`src/rtl/alu_muldiv_pkg.sv`:
```
// Shared types and constants for the iterative multiply/divide sequencer.
// Holds the sequencer state encoding, op encoding and default geometry.
package alu_muldiv_pkg;

   typedef enum logic [1:0] {
      IDLE = 2'd0,
      RUN  = 2'd1,
      FIX  = 2'd2,
      DONE = 2'd3
   } state_t;

   localparam logic OP_MUL = 1'b0;
   localparam logic OP_DIV = 1'b1;

   localparam int DEF_WIDTH = 32;
   localparam int DEF_GROUP = 4;

endpackage

```
`src/rtl/alu_muldiv_cla_adder.sv`:
```
// WIDTH-bit carry-lookahead adder: per-group P/G plus a flat group-carry network.
// Purely combinational; no state, no flow control.
module cla_adder #(
   parameter int WIDTH = 32,
   parameter int GROUP = 4
) (
   input  logic [WIDTH-1:0] a,
   input  logic [WIDTH-1:0] b,
   input  logic             cin,
   output logic [WIDTH-1:0] sum,
   output logic             cout
);

   localparam int NG = WIDTH / GROUP;

   logic [WIDTH-1:0] p;
   logic [WIDTH-1:0] g;
   logic [WIDTH-1:0] c;
   logic [NG-1:0]    gp;
   logic [NG-1:0]    gg;
   logic [NG:0]      gc;

   assign p = a ^ b;
   assign g = a & b;

   always_comb begin
      gp = '0;
      gg = '0;
      for (int k = 0; k < NG; k++) begin
         logic tg;
         logic tp;
         tg = 1'b0;
         tp = 1'b1;
         for (int i = 0; i < GROUP; i++) begin
            tg = g[k*GROUP+i] | (p[k*GROUP+i] & tg);
            tp = tp & p[k*GROUP+i];
         end
         gg[k] = tg;
         gp[k] = tp;
      end
   end

   // Each group carry is a flat sum of products over lower groups and cin.
   always_comb begin
      gc    = '0;
      gc[0] = cin;
      for (int k = 1; k <= NG; k++) begin
         logic acc;
         logic prod;
         acc  = 1'b0;
         prod = 1'b1;
         for (int j = k - 1; j >= 0; j--) begin
            acc  = acc | (prod & gg[j]);
            prod = prod & gp[j];
         end
         gc[k] = acc | (prod & cin);
      end
   end

   always_comb begin
      c = '0;
      for (int k = 0; k < NG; k++) begin
         logic cb;
         cb = gc[k];
         for (int i = 0; i < GROUP; i++) begin
            c[k*GROUP+i] = cb;
            cb = g[k*GROUP+i] | (p[k*GROUP+i] & cb);
         end
      end
   end

   assign sum  = p ^ c;
   assign cout = gc[NG];

endmodule

```
`src/rtl/alu_muldiv_sequencer.sv`:
```
// Shift-add multiply / non-restoring divide over one shared CLA; done WIDTH+2 cycles after start.
// No backpressure: start is ignored while busy; ALU_MULDIV_SIGNED_EN adds the sgn port for signed ops.
module alu_muldiv_sequencer
   import alu_muldiv_pkg::*;
#(
   parameter int WIDTH = DEF_WIDTH,
   parameter int GROUP = DEF_GROUP
) (
   input  logic             clk,
   input  logic             reset_n,
   input  logic             start,
   input  logic             op,
   input  logic [WIDTH-1:0] a,
   input  logic [WIDTH-1:0] b,
`ifdef ALU_MULDIV_SIGNED_EN
   input  logic             sgn,
`endif
   output logic             busy,
   output logic             done,
   output logic [WIDTH-1:0] result_hi,
   output logic [WIDTH-1:0] result_lo,
   output logic             div_by_zero
);

   localparam int CW = (WIDTH > 1) ? $clog2(WIDTH) : 1;
   localparam logic [CW-1:0] LAST = CW'(WIDTH - 1);

   state_t           state_q, state_d;
   logic [CW-1:0]    cnt_q;
   logic             op_q;
   logic [WIDTH-1:0] b_q;
   logic [WIDTH-1:0] acc_hi_q;
   logic [WIDTH-1:0] acc_lo_q;
   logic             rem_sign_q;

   logic             accept;
   logic             load_dbz;
   logic [WIDTH-1:0] a_mag;
   logic [WIDTH-1:0] b_mag;
   logic             neg_lo;
   logic             neg_hi;

   logic [WIDTH-1:0] add_a;
   logic [WIDTH-1:0] add_b;
   logic             add_cin;
   logic [WIDTH-1:0] add_sum;
   logic             add_cout;
   logic             new_sign;
   logic [WIDTH-1:0] rem_fix;

   assign accept   = start && ((state_q == IDLE) || (state_q == DONE));
   assign load_dbz = accept && (op == OP_DIV) && (b == '0);

`ifdef ALU_MULDIV_SIGNED_EN
   logic sa, sb;
   logic neg_lo_q, neg_hi_q;

   assign sa     = sgn & a[WIDTH-1];
   assign sb     = sgn & b[WIDTH-1];
   assign a_mag  = sa ? (~a + 1'b1) : a;
   assign b_mag  = sb ? (~b + 1'b1) : b;
   assign neg_lo = neg_lo_q;
   assign neg_hi = neg_hi_q;

   // Product and quotient take the XOR of operand signs; remainder follows the dividend.
   always_ff @(posedge clk or negedge reset_n) begin
      if (!reset_n) begin
         neg_lo_q <= 1'b0;
         neg_hi_q <= 1'b0;
      end else if (accept) begin
         neg_lo_q <= sa ^ sb;
         neg_hi_q <= sa;
      end
   end
`else
   assign a_mag  = a;
   assign b_mag  = b;
   assign neg_lo = 1'b0;
   assign neg_hi = 1'b0;
`endif

   always_comb begin
      state_d = state_q;
      busy    = 1'b0;
      done    = 1'b0;
      case (state_q)
         IDLE: begin
            if (accept) state_d = load_dbz ? DONE : RUN;
         end
         RUN: begin
            busy = 1'b1;
            if (cnt_q == LAST) state_d = FIX;
         end
         FIX: begin
            busy    = 1'b1;
            state_d = DONE;
         end
         DONE: begin
            done    = 1'b1;
            state_d = accept ? (load_dbz ? DONE : RUN) : IDLE;
         end
         default: state_d = IDLE;
      endcase
   end

   // Adder inputs stay at zero outside RUN/FIX so it never toggles while idle.
   always_comb begin
      add_a   = '0;
      add_b   = '0;
      add_cin = 1'b0;
      if (state_q == RUN) begin
         if (op_q == OP_MUL) begin
            add_a = acc_hi_q;
            add_b = acc_lo_q[0] ? b_q : '0;
         end else begin
            add_a   = {acc_hi_q[WIDTH-2:0], acc_lo_q[WIDTH-1]};
            add_b   = rem_sign_q ? b_q : ~b_q;
            add_cin = ~rem_sign_q;
         end
      end else if (state_q == FIX) begin
         if ((op_q == OP_DIV) && rem_sign_q) begin
            add_a = acc_hi_q;
            add_b = b_q;
         end
      end
   end

   cla_adder #(
      .WIDTH(WIDTH),
      .GROUP(GROUP)
   ) u_cla (
      .a   (add_a),
      .b   (add_b),
      .cin (add_cin),
      .sum (add_sum),
      .cout(add_cout)
   );

   // Bit WIDTH of the partial remainder: shifted-in top bit plus extended addend plus carry.
   assign new_sign = acc_hi_q[WIDTH-1] ^ ~rem_sign_q ^ add_cout;
   assign rem_fix  = rem_sign_q ? add_sum : acc_hi_q;

   always_ff @(posedge clk or negedge reset_n) begin
      if (!reset_n) begin
         state_q     <= IDLE;
         cnt_q       <= '0;
         op_q        <= OP_MUL;
         b_q         <= '0;
         acc_hi_q    <= '0;
         acc_lo_q    <= '0;
         rem_sign_q  <= 1'b0;
         result_hi   <= '0;
         result_lo   <= '0;
         div_by_zero <= 1'b0;
      end else begin
         state_q <= state_d;
         if (accept) begin
            op_q        <= op;
            b_q         <= b_mag;
            acc_hi_q    <= '0;
            acc_lo_q    <= a_mag;
            rem_sign_q  <= 1'b0;
            cnt_q       <= '0;
            div_by_zero <= 1'b0;
            if (load_dbz) begin
               result_hi   <= a;
               result_lo   <= '1;
               div_by_zero <= 1'b1;
            end
         end else begin
            case (state_q)
               RUN: begin
                  cnt_q <= (cnt_q == LAST) ? '0 : cnt_q + CW'(1);
                  if (op_q == OP_MUL) begin
                     {acc_hi_q, acc_lo_q} <= {add_cout, add_sum, acc_lo_q[WIDTH-1:1]};
                  end else begin
                     acc_hi_q   <= add_sum;
                     rem_sign_q <= new_sign;
                     acc_lo_q   <= {acc_lo_q[WIDTH-2:0], ~new_sign};
                  end
               end
               FIX: begin
                  if (op_q == OP_MUL) begin
                     {result_hi, result_lo} <= neg_lo ? (~{acc_hi_q, acc_lo_q} + 1'b1)
                                                      : {acc_hi_q, acc_lo_q};
                  end else begin
                     result_hi <= neg_hi ? (~rem_fix + 1'b1) : rem_fix;
                     result_lo <= neg_lo ? (~acc_lo_q + 1'b1) : acc_lo_q;
                  end
               end
               default: ;
            endcase
         end
      end
   end

endmodule
```
`config.mk`:
```
export PLATFORM = sky130hd
export DESIGN_NAME = alu_muldiv_sequencer
export DESIGN_NICKNAME = d
export VERILOG_FILES = /design/src/rtl/alu_muldiv_pkg.sv /design/src/rtl/alu_muldiv_cla_adder.sv /design/src/rtl/alu_muldiv_sequencer.sv
export SDC_FILE = /design/constraint.sdc
export NUM_CORES = 1
export LEC_CHECK = 0
export ABC_AREA = 0
export BUFFER_PORTS_ARGS = -buffer_cell sky130_fd_sc_hd__buf_2
export CORE_AREA = 2 2 193 195
export DETAILED_ROUTE_END_ITERATION = 10
export DIE_AREA = 0 0 195 197
export PLACE_DENSITY = 0.44
export SLEW_MARGIN = 30
export SYNTH_ARGS = -nofsm -noshare
export SYNTH_HDL_FRONTEND = slang
export SYNTH_SLANG_ARGS = --single-unit
```
`constraint.sdc`:
```
create_clock -name clk -period 5 [get_ports clk]
set_input_delay 0.25 -clock clk [delete_from_list [all_inputs] [get_ports clk]]
set_output_delay 0.25 -clock clk [all_outputs]
set_load 0.02 [all_outputs]
```
# Yosys cells after proc, flatten, opt, wreduce, memory -nomap -nowiden
# Index checks and enable logic that the tools add are counted.
[totals]
reg_bits = 170
[op_classes]
addsub = 1
eq_ne = 7
muxes = 40
bitwise_logic = 228
n_reduce_logical = 14
[ops]
columns = ["cell", "n"]
rows = [
  ["$mux W32", 24],
  ["$and A1 B1 Y1", 136],
  ["$or A1 B1 Y1", 84],
  ["$xor A32 B32 Y32", 2],
  ["$and A32 B32 Y32", 1],
  ["$logic_not A32 Y1", 1],
  ["$not A32 Y32", 1],
  ["$mux W5", 3],
  ["$mux W1", 8],
  ["$mux W2", 4],
  ["$pmux W2 S4", 1],
  ["$reduce_and A2 Y1", 3],
  ["$reduce_bool A2 Y1", 3],
  ["$add A5 B1 Y5 const B", 1],
  ["$eq A5 B5 Y1 const B", 1],
  ["$eq A2 B2 Y1 const B", 2],
  ["$logic_and A1 B1 Y1", 4],
  ["$ne A2 B2 Y1 const B", 2],
  ["$eq A2 B1 Y1 const B", 1],
  ["$logic_not A2 Y1", 1],
  ["$ne A2 B1 Y1 const B", 1],
  ["$not A1 Y1", 2],
  ["$reduce_or A2 Y1", 1],
  ["$xor A1 B1 Y1", 2],
  ["$logic_or A1 B1 Y1", 1],
]

# Depth between registers and ports, before layout
[depth]
ltp_word = 30
depth_mapped = 26
depth_no_buf = 24

# Cells and area by module
# A second synthesis with hierarchy kept.
[hier_totals]
hier_cells = 1195
hier_area_um2 = 10503.8
[modules_own_cells]
columns = ["module", "instances", "cells_each", "area_each_um2", "seq_area_each_um2"]
rows = [
  ["alu_muldiv_sequencer", 1, 1065, 9157.5, 4254.1],
  ["cla_adder", 1, 130, 1346.3, 0.0],
]

# Worst setup path after synthesis
# No wires, ideal clock.
[synth_path]
path_type = "reg-to-reg"
startpoint = "register state_q[1]"
endpoint = "register result_hi[27]"
arrival_ns = 4.992
slack_ns = -0.117
path_stages_with_launch = 25
n_path_buf = 3
synth_period_minus_slack_ns = 5.117
path_cell_list = "dfrtp_1 inv_1 ha_1 buf_2 and2_1 clkbuf_1 buf_2 mux2i_1 nor2_1 ha_1 nand4_1 a311oi_1 a211oi_1 and2_1 o21ai_0 a21o_1 inv_1 fa_1 fa_1 fa_1 xor2_1 nor2_1 a21oi_1 o21ai_0 mux2_2"
[synth_between]
elab_chain_len = 28
[synth_rtl]
columns = ["element", "line_no", "text"]
rows = [
  ["start: declaration", "alu_muldiv_sequencer.sv:28", "state_t state_q, state_d;"],
  ["start signal: assignment", "alu_muldiv_sequencer.sv:156", "state_q <= state_d;"],
  ["$eq A2 B2 Y1", "alu_muldiv_sequencer.sv:120, alu_muldiv_sequencer.sv:171", ""],
  ["$mux W32", "alu_muldiv_sequencer.sv:120", "end else if (state_q == FIX) begin"],
  ["$mux W32", "alu_muldiv_sequencer.sv:111", "if (state_q == RUN) begin"],
  ["$xor A32 B32 Y32 / $and A32 B32 Y32 (equally long branches)", "alu_muldiv_cla_adder.sv:23, alu_muldiv_cla_adder.sv:24", ""],
  ["$and A1 B1 Y1", "alu_muldiv_cla_adder.sv:35", "tg = g[k*GROUP+i] | (p[k*GROUP+i] & tg);"],
  ["$or A1 B1 Y1", "alu_muldiv_cla_adder.sv:35", ""],
  ["$and A1 B1 Y1", "alu_muldiv_cla_adder.sv:35", ""],
  ["$or A1 B1 Y1", "alu_muldiv_cla_adder.sv:35", ""],
  ["[12 not listed]", "--", ""],
  ["$or A1 B1 Y1", "alu_muldiv_cla_adder.sv:67", "cb = g[k*GROUP+i] | (p[k*GROUP+i] & cb);"],
  ["$and A1 B1 Y1", "alu_muldiv_cla_adder.sv:67", ""],
  ["$or A1 B1 Y1", "alu_muldiv_cla_adder.sv:67", ""],
  ["$xor A32 B32 Y32", "alu_muldiv_cla_adder.sv:72", "assign sum = p ^ c;"],
  ["$mux W32", "alu_muldiv_sequencer.sv:141", "assign rem_fix = rem_sign_q ? add_sum : acc_hi_q;"],
  ["$mux W32", "alu_muldiv_sequencer.sv:183", "if (op_q == OP_MUL) begin"],
  ["$mux W32", "alu_muldiv_sequencer.sv:171", "case (state_q)"],
  ["$mux W32", "alu_muldiv_sequencer.sv:157", "if (accept) begin"],
  ["end signal: assignment", "alu_muldiv_sequencer.sv:184", "{result_hi, result_lo} <= neg_lo ? (~{acc_hi_q, acc_lo_q} + 1'b1)"],
  ["end signal: assignment", "alu_muldiv_sequencer.sv:187", "result_hi <= neg_hi ? (~rem_fix + 1'b1) : rem_fix;"],
  ["end: declaration", "alu_muldiv_sequencer.sv:20", "output logic [WIDTH-1:0] result_hi,"],
]
# Parallel ways exist; a longest one is shown, timed or not. The select of a mux whose other input is x is not followed.
# A chain may end at the register's enable or synchronous reset.

# Worst setup path after layout
[layout_path]
startpoint = "register state_q[1]"
endpoint = "register acc_hi_q[11]"
[layout_between]
elab_chain_len = 23
[layout_rtl]
columns = ["element", "line_no", "text"]
rows = [
  ["$eq A2 B2 Y1", "alu_muldiv_sequencer.sv:120", ""],
  ["$mux W32", "alu_muldiv_sequencer.sv:120", ""],
  ["$mux W32", "alu_muldiv_sequencer.sv:111", ""],
  ["$xor A32 B32 Y32 / $and A32 B32 Y32 (equally long branches)", "alu_muldiv_cla_adder.sv:23, alu_muldiv_cla_adder.sv:24", ""],
  ["$and A1 B1 Y1", "alu_muldiv_cla_adder.sv:35", ""],
  ["$or A1 B1 Y1", "alu_muldiv_cla_adder.sv:35", ""],
  ["$and A1 B1 Y1", "alu_muldiv_cla_adder.sv:35", ""],
  ["$or A1 B1 Y1", "alu_muldiv_cla_adder.sv:35", ""],
  ["[7 not listed]", "--", ""],
  ["$and A1 B1 Y1", "alu_muldiv_cla_adder.sv:67", ""],
  ["$or A1 B1 Y1", "alu_muldiv_cla_adder.sv:67", ""],
  ["$and A1 B1 Y1", "alu_muldiv_cla_adder.sv:67", ""],
  ["$or A1 B1 Y1", "alu_muldiv_cla_adder.sv:67", ""],
  ["$xor A32 B32 Y32", "alu_muldiv_cla_adder.sv:72", ""],
  ["$mux W32", "alu_muldiv_sequencer.sv:174", "if (op_q == OP_MUL) begin"],
  ["$mux W32", "alu_muldiv_sequencer.sv:171", ""],
  ["$mux W32", "alu_muldiv_sequencer.sv:157", ""],
  ["end signal: assignment", "alu_muldiv_sequencer.sv:175", "{acc_hi_q, acc_lo_q} <= {add_cout, add_sum, acc_lo_q[WIDTH-1:1]};"],
  ["end signal: assignment", "alu_muldiv_sequencer.sv:177", "acc_hi_q <= add_sum;"],
  ["end: declaration", "alu_muldiv_sequencer.sv:32", "logic [WIDTH-1:0] acc_hi_q;"],
]
# Parallel ways exist; a longest one is shown, timed or not. The select of a mux whose other input is x is not followed.

==> impl_metrics.ini <==
[clock_tree]
cts_tree = built
clkTransAtPathRegs_ns = 0.08
cts_max_path_buffers = 2
clkSinkCount = 170
worstSkewPairLatency_ns = 0.45
root_buffer = clkbuf_16
cts_inserted_buffers = 17
h-tree-depth = 4

[yosys]
synth_cell_type_count = 56
synth_edf_count = 0
synth_top_family_by_area = simple AND/OR/NAND/NOR gates
syn_area_um2 = 10810
synth_ff_type = dfrtp_1
synth.top_cells.by_area = dfrtp_1 (39%), nand2_1 (11%), mux2i_1 (7.8%)
synthAdderAreaFrac_pct = 8.843
yosysMostFrequentCell = nand2_1
ys_warn_count = 0
ys_seq_area_share_pct = 39.35
synth_seq_cells = 170
synth.avg_cell_area_um2 = 8.499
synthXorXnorAreaFrac_pct = 0.8565
syn_nets = 1402
netlist_instances = 1272
async_flop_share_pct = 100.0
synth-compound-area-share_pct = 15.38
synth_top_area_share_pct = 39.35
yosys.area_share.simple_pct = 19.73
synth_common_cells = nand2_1 (315), dfrtp_1 (170), o21ai_0 (139)
synth_top_area_cell = dfrtp_1
synthMuxAreaShare_pct = 9.965

[sta]
maxSlewHeadroom_pct = 36.66
fin_hold_ws_ns = 0.01609
fin_skew_ns = 0.01142
fin_crit_ns = 4.781
finalSetupViolations = 0
max_freq_mhz = 209.1
hold_viol_final = 0
finalWorstSetupSlack_ns = 0.2187
tightest_slew_ns = 0.9501
finalCritPeriodShare_pct = 95.63
slew_violations = 0

[drt]
firstDrtPassIters = 4
drc = 0
drt-total-wl_um = 32020
wl_met2_um = 13340
wl_met1_um = 17440
drtIter0Drc = 544
antenna_left = 0
num_vias = 9032
detail_route.vias_per_cell = 4.794
highest_layer = met4
wl_per_cell_um = 17.00
wl_met3_um = 1040

[power]
peakVddDrop_v = 0.0003720
p_per_area_nw_per_um2 = 705.5
total_leakage_power_nw = 5.856

[worst_setup_path]
endpoint_kind = flop
arrival_ns = 5.14
crit_start = state_q[1]
worstPathMaxFanout = 14
cp-start-kind = flop
critPathRequiredTime_ns = 5.36
r2r-start = state_q[1]
setup.worst_path.class = flop to flop

[floorplanning]
core_area_um2 = 36260
die_x_um = 195
die_h_um = 197
dieArea_um2 = 38420
rows = 70
pin_count = 135
start_util_pct = 29.81

[outcome]
status = completed

[placement]
portBuffers = 134
dp_cells = 1842
place_congestion = 0.8023
hpwl_um = 22980
pre_cts_ws_ns = -0.2603

[global_routing]
grt_pass1_wl_um = 51670
grt_antenna_before_repair = 0
grt-ovfl-total = 0
grt_max_degree = 90
track_usage_pct = 17.00
grt_pass1_vias = 9056

[finish]
nets = 1533
drive_gt1_share_pct = 21.40
syn2layout_area_growth_pct = 20.66
diodes = 0
final_cells = 1884
nFillCells = 3809

[job]
cap_violations = 0

[min_path]
hold_path.class = primary input to flop
min-delay-start = b[26]
[metrics by stage]
step | total power (W) | instance area, um2 | TNS (ns) | utilization (%)
6_report | 0.009203 | 13040 | 0 | 35.97
5_1_grt | 0.01004 | 13040 | -0.008823 | 35.97
3_5_place_dp | 0.007638 | 12190 | -0.5794 | 33.62
3_3_place_gp | 0.007543 | 12140 | -0.2070 | 33.49
2_1_floorplan | 0.005950 | 10830 | 0 | -
4_1_cts | 0.009207 | 12900 | 0 | 35.58
[worst max-delay path, cell delays in order, from the launching register on]
cell,delay (ns)
dfrtp_1,0.40
inv_2,0.08
ha_4,0.17
nand3_1,0.12
buf_12,0.18
buf_4,0.14
nand2_1,0.05
o21ai_0,0.06
and2_1,0.18
ha_1,0.27
nand2_1,0.06
o21ai_2,0.16
and3_1,0.20
nor2_1,0.05
o211a_1,0.23
buf_4,0.14
fa_1,0.45
fa_1,0.46
fa_1,0.47
xor2_2,0.18
buf_4,0.15
mux2_2,0.25
a211oi_1,0.22
[cell families (layout without fill, tap and decap cells)]
kind of cell	count (synthesis)	count (layout)
multiplexers	105	105
XOR/XNOR	9	9
AO/OA/AOI/OAI	276	276
adder cells (fa/ha/maj)	62	62
flip-flops	170	170
buffers and inverters	139	283
AND/OR/NAND/NOR	511	511
[layer usage]
layer	track usage, %	vias to the layer above
met3	3.200	11
met5	0	-
li1	-	4563
met2	24.81	147
met1	26.07	4311
met4	3.082	0
[what timing repair did]
action,CTS,global route
pin swaps,2,11
gates resized for setup,7,25
hold endpoints to repair,84,0
buffers inserted,0,6
cloned,0,1
hold buffers,4,0
endpoints found under the setup margin,6,17
[registers in the layout, indices dropped and copies added, names as in the netlist]
name / flops
rem_sign_q: 1
b_q: 32
cnt_q: 5
acc_lo_q: 32
acc_hi_q: 32
state_q: 2
result_lo: 32
div_by_zero: 1
result_hi: 32
op_q: 1
[placed cells by master, fill, tap and decap left out, types with 8 or more instances in the layout]
master	count
and2_1	23
buf_2	133
a211oi_1	14
fa_2	8
inv_1	49
fa_1	16
a31oi_2	14
nor4_1	9
o21ai_0	135
a21oi_1	54
clkbuf_16	18
a31oi_1	8
ha_1	37
mux2_2	21
mux2i_1	84
nor2_1	120
nand2_1	315
buf_4	51
o211ai_1	23
dfrtp_1	169
[final cells by class]
cell class	instances	area, um2	share of cell area [%]
Sequential cell	170	4258	32.64
Multi-Input combinational cell	963	6056	46.43
Clock inverter	14	206.4	1.583
Tap cell	468	585.6	4.489
Timing Repair Buffer	199	1304	9.995
Clock buffer	18	439.2	3.367
Inverter	52	195.2	1.496
[path summary, 6_finish.rpt]
path,to,slack (ns),cells past startpoint
min in group asynchronous,result_lo[24],0.40,2
setup / recovery,acc_hi_q[11],0.22,22
hold reg to reg,result_lo[8],0.46,2
max in group asynchronous,result_lo[5],3.61,3
hold / removal,b_q[26],0.02,3
setup reg to reg,acc_hi_q[11],0.22,22
[report_power, final]
group / switching [W] / leakage [nW] / internal [W] / total (W)
registers: 0.000536 / 2.09 / 0.00203 / 0.00257
logic: 0.00306 / 3.46 / 0.00206 / 0.00512
clock network: 0.000654 / 0.312 / 0.000864 / 0.00152
total: 0.00425 / 5.86 / 0.00495 / 0.00920
Power figures use the tool's default switching activity.
